==> src/rtl/dup_keyed_burst_ctrl.sv <==
// Key-locked burst/handshake controller: each key bit picks a genuine or decoy state copy at one branch.
// Optional decoy lockout is compiled in when DUP_LOCKOUT_EN is defined.
module dup_keyed_burst_ctrl #(
   parameter logic [3:0] CORRECT_KEY = 4'b1011,
   parameter int         CNT_W       = 4,
   parameter int         BURST_LEN   = 8,
   parameter int         TO_W        = 5,
   parameter int         ACK_TIMEOUT = 16
) (
   input  logic             clk,
   input  logic             rst,
   input  logic             start_i,
   input  logic             en_i,
   input  logic             ack_i,
   input  logic             abort_i,
   input  logic [3:0]       key_i,
   output logic             busy_o,
   output logic             beat_o,
   output logic             req_o,
   output logic             done_o,
   output logic             err_o,
   output logic [CNT_W-1:0] cnt_o
);

   typedef enum logic [3:0] {
      S_IDLE       = 4'd0,
      S_LOAD       = 4'd1,
      S_LOAD_D     = 4'd2,
      S_RUN        = 4'd3,
      S_RUN_D      = 4'd4,
      S_WAIT_ACK   = 4'd5,
      S_WAIT_ACK_D = 4'd6,
      S_DONE       = 4'd7,
      S_DONE_D     = 4'd8,
      S_FAULT      = 4'd9,
      S_LOCKED     = 4'd10
   } state_t;

   localparam logic [CNT_W-1:0] CNT_ZERO  = {CNT_W{1'b0}};
   localparam logic [CNT_W-1:0] CNT_ONE   = CNT_W'(1);
   localparam logic [CNT_W-1:0] RUN_LIM   = CNT_W'(BURST_LEN - 1);
   localparam logic [CNT_W-1:0] RUN_D_LIM = CNT_W'(BURST_LEN - 2);
   localparam logic [TO_W-1:0]  TO_ZERO   = {TO_W{1'b0}};
   localparam logic [TO_W-1:0]  TO_ONE    = TO_W'(1);
   localparam logic [TO_W-1:0]  TO_LIM    = TO_W'(ACK_TIMEOUT - 1);

   state_t           state_q, state_d, state_nom_s;
   logic [CNT_W-1:0] cnt_q, cnt_d, run_lim_s;
   logic [TO_W-1:0]  tcnt_q, tcnt_d;
   logic [3:0]       key_ok_s;
   logic             abort_ok_s;
   logic             busy_q, run_q, req_q, done_q, err_q;

   assign key_ok_s   = ~(key_i ^ CORRECT_KEY);
   // The decoy run copy ends one beat early.
   assign run_lim_s  = (state_q == S_RUN_D) ? RUN_D_LIM : RUN_LIM;
   assign abort_ok_s = abort_i && (state_q != S_IDLE) && (state_q != S_LOCKED);

   // Nominal next state and counter updates; abort has top priority
   always_comb begin
      state_nom_s = state_q;
      cnt_d       = cnt_q;
      tcnt_d      = tcnt_q;
      if (abort_ok_s) begin
         state_nom_s = S_IDLE;
         cnt_d       = CNT_ZERO;
         tcnt_d      = TO_ZERO;
      end else begin
         case (state_q)
            S_IDLE: begin
               if (start_i) begin
                  state_nom_s = key_ok_s[0] ? S_LOAD : S_LOAD_D;
               end else begin
                  state_nom_s = S_IDLE;
               end
            end
            S_LOAD, S_LOAD_D: begin
               cnt_d       = CNT_ZERO;
               state_nom_s = key_ok_s[1] ? S_RUN : S_RUN_D;
            end
            S_RUN, S_RUN_D: begin
               if (en_i && (cnt_q == run_lim_s)) begin
                  cnt_d       = CNT_ZERO;
                  tcnt_d      = TO_ZERO;
                  state_nom_s = key_ok_s[2] ? S_WAIT_ACK : S_WAIT_ACK_D;
               end else if (en_i) begin
                  cnt_d = cnt_q + CNT_ONE;
               end else begin
                  cnt_d = cnt_q;
               end
            end
            S_WAIT_ACK: begin
               if (ack_i) begin
                  state_nom_s = key_ok_s[3] ? S_DONE : S_DONE_D;
               end else if (tcnt_q == TO_LIM) begin
                  state_nom_s = S_FAULT;
               end else begin
                  tcnt_d = tcnt_q + TO_ONE;
               end
            end
            S_WAIT_ACK_D: begin
               if (tcnt_q == TO_LIM) begin
                  state_nom_s = S_FAULT;
               end else begin
                  tcnt_d = tcnt_q + TO_ONE;
               end
            end
            S_DONE, S_DONE_D: begin
               state_nom_s = S_IDLE;
            end
            S_FAULT: begin
               state_nom_s = S_FAULT;
            end
`ifdef DUP_LOCKOUT_EN
            S_LOCKED: begin
               state_nom_s = S_LOCKED;
            end
`endif
            default: begin
               state_nom_s = S_IDLE;
               cnt_d       = CNT_ZERO;
               tcnt_d      = TO_ZERO;
            end
         endcase
      end
   end

`ifdef DUP_LOCKOUT_EN
   logic [1:0] dcnt_q, dcnt_d;
   logic       dup_entry_s;

   function automatic logic is_dup(input state_t s);
      case (s)
         S_LOAD_D, S_RUN_D, S_WAIT_ACK_D, S_DONE_D: is_dup = 1'b1;
         default:                                   is_dup = 1'b0;
      endcase
   endfunction

   assign dup_entry_s = is_dup(state_nom_s) && (state_nom_s != state_q);

   // Decoy entry accounting; the entry that would reach three diverts into LOCKED
   always_comb begin
      if (dup_entry_s && (dcnt_q >= 2'd2)) begin
         state_d = S_LOCKED;
         dcnt_d  = dcnt_q;
      end else if (dup_entry_s) begin
         state_d = state_nom_s;
         dcnt_d  = dcnt_q + 2'd1;
      end else begin
         state_d = state_nom_s;
         dcnt_d  = dcnt_q;
      end
   end
`else
   assign state_d = state_nom_s;
`endif

   // State, counters and Moore outputs decoded from the next state
   always_ff @(posedge clk or posedge rst) begin
      if (rst) begin
         state_q <= S_IDLE;
         cnt_q   <= CNT_ZERO;
         tcnt_q  <= TO_ZERO;
         busy_q  <= 1'b0;
         run_q   <= 1'b0;
         req_q   <= 1'b0;
         done_q  <= 1'b0;
         err_q   <= 1'b0;
`ifdef DUP_LOCKOUT_EN
         dcnt_q  <= 2'd0;
`endif
      end else begin
         state_q <= state_d;
         cnt_q   <= cnt_d;
         tcnt_q  <= tcnt_d;
         busy_q  <= (state_d != S_IDLE) && (state_d != S_LOCKED);
         run_q   <= (state_d == S_RUN) || (state_d == S_RUN_D);
         req_q   <= (state_d == S_WAIT_ACK) || (state_d == S_WAIT_ACK_D);
         done_q  <= (state_d == S_DONE);
         err_q   <= (state_d == S_DONE_D) || (state_d == S_FAULT) || (state_d == S_LOCKED);
`ifdef DUP_LOCKOUT_EN
         dcnt_q  <= dcnt_d;
`endif
      end
   end

   assign busy_o = busy_q;
   assign beat_o = run_q & en_i;
   assign req_o  = req_q;
   assign done_o = done_q;
   assign err_o  = err_q;
   assign cnt_o  = cnt_q;

endmodule
==> config.mk <==
export PLATFORM = sky130hd
export DESIGN_NAME = dup_keyed_burst_ctrl
export DESIGN_NICKNAME = d
export VERILOG_FILES = /design/src/rtl/dup_keyed_burst_ctrl.sv
export SDC_FILE = /design/constraint.sdc
export NUM_CORES = 1
export LEC_CHECK = 0
export BUFFER_PORTS_ARGS = -buffer_cell sky130_fd_sc_hd__buf_4
export CAP_MARGIN = 25
export CORE_UTILIZATION = 58
export CTS_BUF_LIST = sky130_fd_sc_hd__clkbuf_8
export DETAILED_ROUTE_END_ITERATION = 10
export PLACE_DENSITY = 0.83
export SLEW_MARGIN = 20
export SYNTH_ARGS = -nofsm -noshare
export SYNTH_HDL_FRONTEND = slang
export SYNTH_SLANG_ARGS = --single-unit
export TNS_END_PERCENT = 50
==> constraint.sdc <==
create_clock -name clk -period 2.2 [get_ports clk]
set_input_delay 0.44 -clock clk [delete_from_list [all_inputs] [get_ports clk]]
set_output_delay 0.44 -clock clk [all_outputs]
set_load 0.01 [all_outputs]
==> impl_metrics.ini, run 1 <==
[global_route]
antenna_found_initial = 0
grt_pass1_wl_um = 4030
grtUsageTotal_pct = 25.4
grt_max_degree = 19
grt_overflow = 0
first_global_vias = 939

[logic_synthesis]
synth_top_cells_by_count = 18 x dfrtp_1, 18 x nor2_1, 12 x inv_1, 10 x o21ai_0, 7 x nand3_1
async_flop_share_pct = 100
synth_edf_count = 0
seq_area_frac_synth_pct = 37.1
synth_seq_cells = 18
synth_top_cell_by_area = dfrtp_1
yosysUniqueCellTypes = 50
synthCells = 134
syn_area_mm2 = 0.00121
ys_top_cells_by_area = dfrtp_1 37%, nor2_1 5.6%, o21ai_0 4.1%, inv_1 3.7%, ha_1 3.1%
synth_nets = 147
synth_top_area_share_pct = 37.1
syn_area_per_cell_um2 = 9.06
ys.flop_type = dfrtp_1
yosysWarnings = 0

[floorplan]
row_count = 16
num_io_pins = 19
start_util_pct = 61.9
fp.dieArea_mm2 = 0.00228
core_mm2 = 0.00196
dieHeight_um = 47.7
chipWidth_um = 47.7

[layout]
area_growth_pct = 24.6
fin_cells = 189
n_fill_cell = 146
seqCellArea_um2 = 450
final_nets = 177
diodes = 0
drive_above_1_share_pct = 27.8
multi_input_area_um2 = 724

[critical_path]
worstRegToRegCells = 9
crit_type = reg2reg
cp-start-kind = flip-flop
cp.arrival_ns = 2.33
r2r_end = run_q
crit_path_max_fanout = 6
cp-endpoint = run_q
end_kind = flip-flop
reg2reg_from = tcnt_q[0]
startpoint = tcnt_q[0]
cp.required_ns = 2.34
reg2reg_slack_ns = 0.002

[routing]
drc_errors = 0
drtIter0Drc = 44
routed-via-count = 1138
dr.pass1.iters = 4
ant_nets = 0
wl_per_cell_um = 15.5
viasPerCell = 6.02
wl_um = 2930

[sta]
hold_viol_final = 0
layout_min_cycle_time_ns = 2.20
finClkSkew_ns = 0.00271
slew_headroom_pct = 53.3
worst_pin_slew_ns = 0.700
period_share_pct = 99.9
fmax_ghz = 0.455
finalSetupViolCount = 0
fin_ws_ns = 0.00240
finalMaxSlewViolations = 0

[clock_network]
ctsRootBufferMaster = clkbuf_8
cts_buffers = 3
clock_sinks = 18
cts_max_level = 1
clk_path_buf_depth = 2
cts_tree = built
clk_pin_slew_worst_paths_ns = 0.07
clock_latency_ns = 0.25
postCtsHoldBufs = 0

[pwr]
p_per_area_mw_per_mm2 = 1030
switching_share_pct = 42.6
pwr-share-comb_pct = 55.2
clock_power_share_pct = 14.3
p_leak_nw = 0.713
p_seq_share_pct = 30.5
p_int_w = 0.000892
vdd_drop_max_uv = 576
p_sw_w = 0.000662

[place]
numPortBuffers = 18
placed_cells = 182
place_congestion = 0.870
dp_hpwl_um = 1990
dp_slack_ns = 0.0768

[min_path]
hold_path.class = in2async

[run]
drv_cap = 0

[outcome]
status = finished, final reports clean
## cell families (layout without fill, tap and decap cells)
logic type / after synthesis / after routing / share of synthesized area, %
flops: 18 / 18 / 37.1
xor+xnor: 5 / 5 / 3.61
fa+ha+maj: 3 / 3 / 3.09
buf+inv: 16 / 44 / 6.29
mux: 2 / 2 / 1.75
compound gates: 34 / 34 / 21.4
simple gates: 56 / 56 / 26.7
## cell type report
cell class | instances | share of cell area [%]
flip-flops and latches | 18 | 29.8
inverters | 12 | 2.98
clock buffers | 3 | 2.73
multi-input cells | 100 | 47.9
well taps | 27 | 2.23
repair buffers | 29 | 14.4
## stage by stage
step           power (W)  hold slack (ns)  instance area, um2  setup TNS (ns)  utilization (%)
2_1_floorplan    0.00102            0.379                1210               0                -
3_3_place_gp     0.00121            0.516                1400               0             71.6
3_5_place_dp     0.00123            0.525                1400               0             71.6
4_1_cts          0.00146            0.325                1450               0             73.7
5_1_grt          0.00166            0.372                1510         -0.0993             77.1
6_report         0.00155            0.303                1510               0             77.1
## metal layers
| layer | vias up | share of wire [%] | GRT usage (%) |
|---|---|---|---|
| li1 | 543 | - | - |
| met1 | 548 | 42 | 32.2 |
| met2 | 43 | 52 | 45.1 |
| met3 | 4 | 4.9 | 3.40 |
| met4 | 0 | 0.72 | 6.67 |
| met5 | - | 0 | 0 |
## registers in the layout, summed over array words and instances, names as in the netlist
signal   cells
req_o        1
busy_o       1
cnt_o        4
state_q      4
done_o       1
tcnt_q       5
run_q        1
err_o        1
## critical path, cell delays in order, from the launching register on
cell and delay [ns]:
dfrtp_1 0.38, ha_2 0.20, and3_4 0.19, ha_4 0.13, buf_4 0.11, nor2b_1 0.05
nand4b_1 0.27, a311oi_4 0.47, nor4_2 0.09, a31o_1 0.20
## layout by cell type, fill, tap and decap left out, drive strengths merged, types with 2 or more instances in the layout
cell	instances
a21oi	4
a22o	2
a311oi	2
a31o	2
a31oi	2
and3	3
buf	29
clkbuf	3
dfrtp	18
ha	3
inv	12
nand2	5
nand2b	2
nand3	7
nand4	2
nand4b	3
nor2	19
nor2b	2
nor3	3
o21ai	12
xnor2	2
xor2	3
## power groups by stage
| stage | logic, W | registers (W) | clock network [W] |
|---|---|---|---|
| 3_5_place_dp | 0.000751 | 0.000477 | 0 |
| 6_report | 0.000858 | 0.000473 | 0.000223 |
| 3_3_place_gp | 0.000736 | 0.000473 | 0 |
| 4_1_cts | 0.000761 | 0.000471 | 0.000228 |
| 2_1_floorplan | 0.000556 | 0.000468 | 0 |
| 5_1_grt | 0.000932 | 0.000484 | 0.000243 |
## worst min path at each step
stage,endpoint,slack (ns),cells after the start,startpoint
3_3_place_gp,tcnt_q[0],0.52,1,tcnt_q[0]
3_5_place_dp,tcnt_q[4],0.52,2,tcnt_q[4]
4_1_cts,cnt_o[0],0.33,2,rst
6_report,cnt_o[0],0.30,2,rst
2_1_floorplan,busy_o,0.38,1,rst
5_1_grt,state_q[0],0.37,2,rst
## timing repair
item / 4_1_cts / 5_1_grt
resized for setup: 0 / 6
endpoints found under the setup margin: 0 / 2
buffers inserted: 0 / 4
Power figures use the tool's default switching activity.
==> inputs of run 2 (changes only) <==
--- a/config.mk
+++ b/config.mk
@@ -9,6 +9,7 @@
 export CAP_MARGIN = 25
 export CORE_UTILIZATION = 58
 export CTS_BUF_LIST = sky130_fd_sc_hd__clkbuf_8
+export CTS_CLUSTER_DIAMETER = 30
 export DETAILED_ROUTE_END_ITERATION = 10
 export PLACE_DENSITY = 0.83
 export SLEW_MARGIN = 20
==> constraint.sdc (replaced) <==
create_clock -name clk -period 2.4 [get_ports clk]
set_input_delay 0.48 -clock clk [delete_from_list [all_inputs] [get_ports clk]]
set_output_delay 0.48 -clock clk [all_outputs]
set_load 0.01 [all_outputs]
==> impl_metrics.ini, run 2 (synthesized netlist as in run 1, its figures left out) <==
[critical_path]
reg2reg_slack_ns = 0.17
cp-start-kind = flip-flop
end_kind = flip-flop
crit_type = reg2reg
cp.required_ns = 2.54
cp.arrival_ns = 2.37
crit_path_max_fanout = 6

[clock_network]
postCtsHoldBufs = 0
cts_max_level = 1
cts_buffers = 3
ctsRootBufferMaster = clkbuf_8
clk_path_buf_depth = 2
clock_sinks = 18
clk_pin_slew_worst_paths_ns = 0.07
cts_tree = built
clock_latency_ns = 0.25
cts_setup_buffers = 0
ctsResizeCount = 0

[layout]
fin_cells = 181
largest_reg_flops = 5
layout_common_cells = 20 x buf_4, 18 x nor2_1, 18 x dfrtp_1
final_nets = 168
n_fill_cell = 148
fin_area_mm2 = 0.00142
multi_input_area_um2 = 687
seqCellArea_um2 = 450
final_common_cell = buf_4
area_growth_pct = 17.1
diodes = 0
drive_above_1_share_pct = 21.4
regMostFlops = tcnt_q

[sta]
fin_setup_tns_ns = 0
hold_viol_final = 0
worst_pin_slew_ns = 0.680
grt_setup_unrepaired = no
finalMaxSlewViolations = 0
layout_min_cycle_time_ns = 2.23
fmax_ghz = 0.449
slew_headroom_pct = 54.6
finClkSkew_ns = 0.00260
finalSetupViolCount = 0
period_share_pct = 92.8

[global_route]
antenna_found_initial = 0
grtUsageTotal_pct = 23.6
grt_max_degree = 19
grt_pass1_wl_um = 3740
first_global_vias = 863
grt_overflow = 0

[routing]
routed-via-count = 1073
wl_um = 2460
ant_nets = 0
drc_errors = 0
viasPerCell = 5.93
drtIter0Drc = 47
dr.pass1.iters = 5
wl_per_cell_um = 13.6

[floorplan]
fp.dieArea_mm2 = 0.00228
chipWidth_um = 47.7
row_count = 16
dieHeight_um = 47.7
core_mm2 = 0.00196
num_io_pins = 19
start_util_pct = 61.9

[place]
placed_cells = 177
numPortBuffers = 18
place_area_mm2 = 0.00137
place_congestion = 0.896
dp_hpwl_um = 1890

[pwr]
vdd_drop_max_uv = 516
p_per_area_mw_per_mm2 = 943
p_leak_nw = 0.675

[outcome]
status = finished, final reports clean

[min_path]
hold_path.class = in2async

[run]
drv_cap = 0
[run 2: cell types whose count changed in the layout (fill, tap and decap cells not counted), sizes merged]
cell and delta:
buf -9, clkbuf +1
[run 2: through the flow]
stage                     power (W)  util (%)  setup WS [ns]  hold WS [ns]
after floorplan            0.000939         -          0.386         0.419
after global placement      0.00107      69.6          0.294         0.516
after detailed placement    0.00109      69.6          0.216         0.519
after CTS                   0.00133      72.4          0.192         0.363
after global routing        0.00144      72.4         0.0118         0.403
final                       0.00134      72.4          0.173         0.333
[run 2: area by class of cell]
class | instances | area share [%]
clock buffers | 4 | 3.87
inverters | 12 | 3.17
multi-input cells | 100 | 48.3
flip-flops and latches | 18 | 31.7
well taps | 27 | 2.38
repair buffers | 20 | 10.6
[run 2: where the power goes]
part           switching [W]  total (W)  internal [W]
Clock              0.0000993   0.000245      0.000146
Combinational       0.000360   0.000639      0.000279
Sequential         0.0000957   0.000456      0.000361
[run 2: final timing paths]
path	from	to	cells after the start
max	tcnt_q[0]	run_q	8
min	rst	cnt_o[0]	2
max reg2reg	tcnt_q[0]	run_q	8
min reg2reg	tcnt_q[4]	tcnt_q[4]	2
max in group asynchronous	rst	state_q[3]	2
min in group clk	tcnt_q[4]	tcnt_q[4]	2
[run 2: per-layer routing]
| layer | part of all wire, % | track usage (%) | routed length [um] |
|---|---|---|---|
| met3 | 4.8 | 4.91 | 118 |
| met5 | 0 | 0 | 0 |
| met4 | 0.81 | 10.6 | 20 |
| met2 | 49 | 35.9 | 1200 |
| met1 | 46 | 32.2 | 1130 |
[run 2: critical path, stage by stage, from the launching register on]
cell	delay [ns]
dfrtp_1	0.41
ha_1	0.22
and3_1	0.16
ha_1	0.22
a32oi_1	0.20
nand4_1	0.18
a311oi_4	0.42
nor4_1	0.11
a31o_1	0.20
==> inputs of run 3 (changes only) <==
--- a/config.mk
+++ b/config.mk
@@ -11,6 +11,7 @@
 export CTS_BUF_LIST = sky130_fd_sc_hd__clkbuf_8
 export CTS_CLUSTER_DIAMETER = 30
 export DETAILED_ROUTE_END_ITERATION = 10
+export MAX_ROUTING_LAYER = met4
 export PLACE_DENSITY = 0.83
 export SLEW_MARGIN = 20
 export SYNTH_ARGS = -nofsm -noshare
==> impl_metrics.ini, run 3 (synthesized netlist as in run 1, its figures left out) <==
[global_route]
grt_pass1_wl_um = 3740
first_global_vias = 864
grt_max_degree = 19
grtUsageTotal_pct = 24.4
antenna_found_initial = 0
grt_overflow = 0

[routing]
drc_errors = 0
viasPerCell = 5.99
routed-via-count = 1085
ant_nets = 0
wl_um = 2490
wl_per_cell_um = 13.8
dr.pass1.iters = 4
drtIter0Drc = 46

[sta]
worst_pin_slew_ns = 0.682
hold_viol_final = 0
grt_setup_unrepaired = no
fin_setup_tns_ns = 0
finalMaxSlewViolations = 0
finalSetupViolCount = 0
layout_min_cycle_time_ns = 2.22
slew_headroom_pct = 54.5
finClkSkew_ns = 0.00256
fmax_ghz = 0.451
period_share_pct = 92.4

[pwr]
p_leak_nw = 0.675
p_per_area_mw_per_mm2 = 943
vdd_drop_max_uv = 517

[critical_path]
cp.arrival_ns = 2.36
crit_buf_inv = 0
cp.required_ns = 2.54
cp_slowest_cell = dfrtp_1
cp-start-kind = flip-flop
path_cells = ha_1 -> and3_1 -> ha_1 -> a32oi_1 -> nand4_1 -> a311oi_4 -> nor4_1 -> a31o_1
crit_family = compound AO/OA/AOI/OAI gates
end_kind = flip-flop
max_stage_delay_ns = 0.41
crit_type = reg2reg
path_common_cell = ha_1
crit_path_max_fanout = 6

[floorplan]
fp.dieArea_mm2 = 0.00228
row_count = 16
start_util_pct = 61.9
chipWidth_um = 47.7
dieHeight_um = 47.7
core_mm2 = 0.00196
num_io_pins = 19

[layout]
final_common_cell = buf_4
area_growth_pct = 17.1
largest_reg_flops = 5
seqCellArea_um2 = 450
final_nets = 168
regMostFlops = tcnt_q
fin_cells = 181
layout_common_cells = 20 x buf_4, 18 x nor2_1, 18 x dfrtp_1
drive_above_1_share_pct = 21.4
diodes = 0
n_fill_cell = 148
multi_input_area_um2 = 687

[clock_network]
cts_tree = built
cts_setup_buffers = 0
cts_buffers = 3
ctsResizeCount = 0
clock_sinks = 18
cts_max_level = 1
clk_pin_slew_worst_paths_ns = 0.07
postCtsHoldBufs = 0
clk_path_buf_depth = 2
clock_latency_ns = 0.25
ctsRootBufferMaster = clkbuf_8

[place]
numPortBuffers = 18
dp_hpwl_um = 1890
placed_cells = 177
place_congestion = 0.911

[min_path]
hold_path.class = in2async

[outcome]
status = finished, final reports clean

[run]
drv_cap = 0
run 3: cell counts in the layout (fill, tap and decap cells not counted):
No cell type changed its count.
run 3: final timing paths:
kind                       startpoint    endpoint  slack [ns]  depth (start not counted)
max                         tcnt_q[0]       run_q        0.18                          8
min                               rst    cnt_o[0]        0.33                          2
max reg2reg                 tcnt_q[0]       run_q        0.18                          8
min reg2reg                 tcnt_q[4]   tcnt_q[4]        0.53                          2
max in group asynchronous         rst  state_q[3]        1.63                          2
min in group clk            tcnt_q[4]   tcnt_q[4]        0.53                          2
run 3: stage by stage:
| stage | area [um2] | total power (W) | util, % | hold slack (ns) | setup WS, ns |
|---|---|---|---|---|---|
| 5_1_grt | 1420 | 0.00144 | 72.4 | 0.403 | 0.0118 |
| 2_1_floorplan | 1210 | 0.000939 | - | 0.419 | 0.386 |
| 3_5_place_dp | 1370 | 0.00109 | 69.6 | 0.519 | 0.216 |
| 4_1_cts | 1420 | 0.00133 | 72.4 | 0.363 | 0.192 |
| 3_3_place_gp | 1370 | 0.00107 | 69.6 | 0.516 | 0.294 |
| 6_report | 1420 | 0.00134 | 72.4 | 0.334 | 0.183 |
run 3: power breakdown:
group / internal, W / total, W / switching [W]
Combinational: 0.000279 / 0.000639 / 0.000360
Sequential: 0.000361 / 0.000457 / 0.0000964
Clock: 0.000146 / 0.000244 / 0.0000988
run 3: cell type report:
type | count | area share (%)
clock buffers | 4 | 3.87
inverters | 12 | 3.17
multi-input cells | 100 | 48.3
flip-flops and latches | 18 | 31.7
well taps | 27 | 2.38
repair buffers | 20 | 10.6
run 3: per-layer routing:
layer  up-vias  wire length, um  GRT usage [%]
met2        48             1190           35.9
met3         4              152           4.91
met5         -                0              -
li1        525                -              -
met4         0               20           10.6
met1       508             1130           32.2
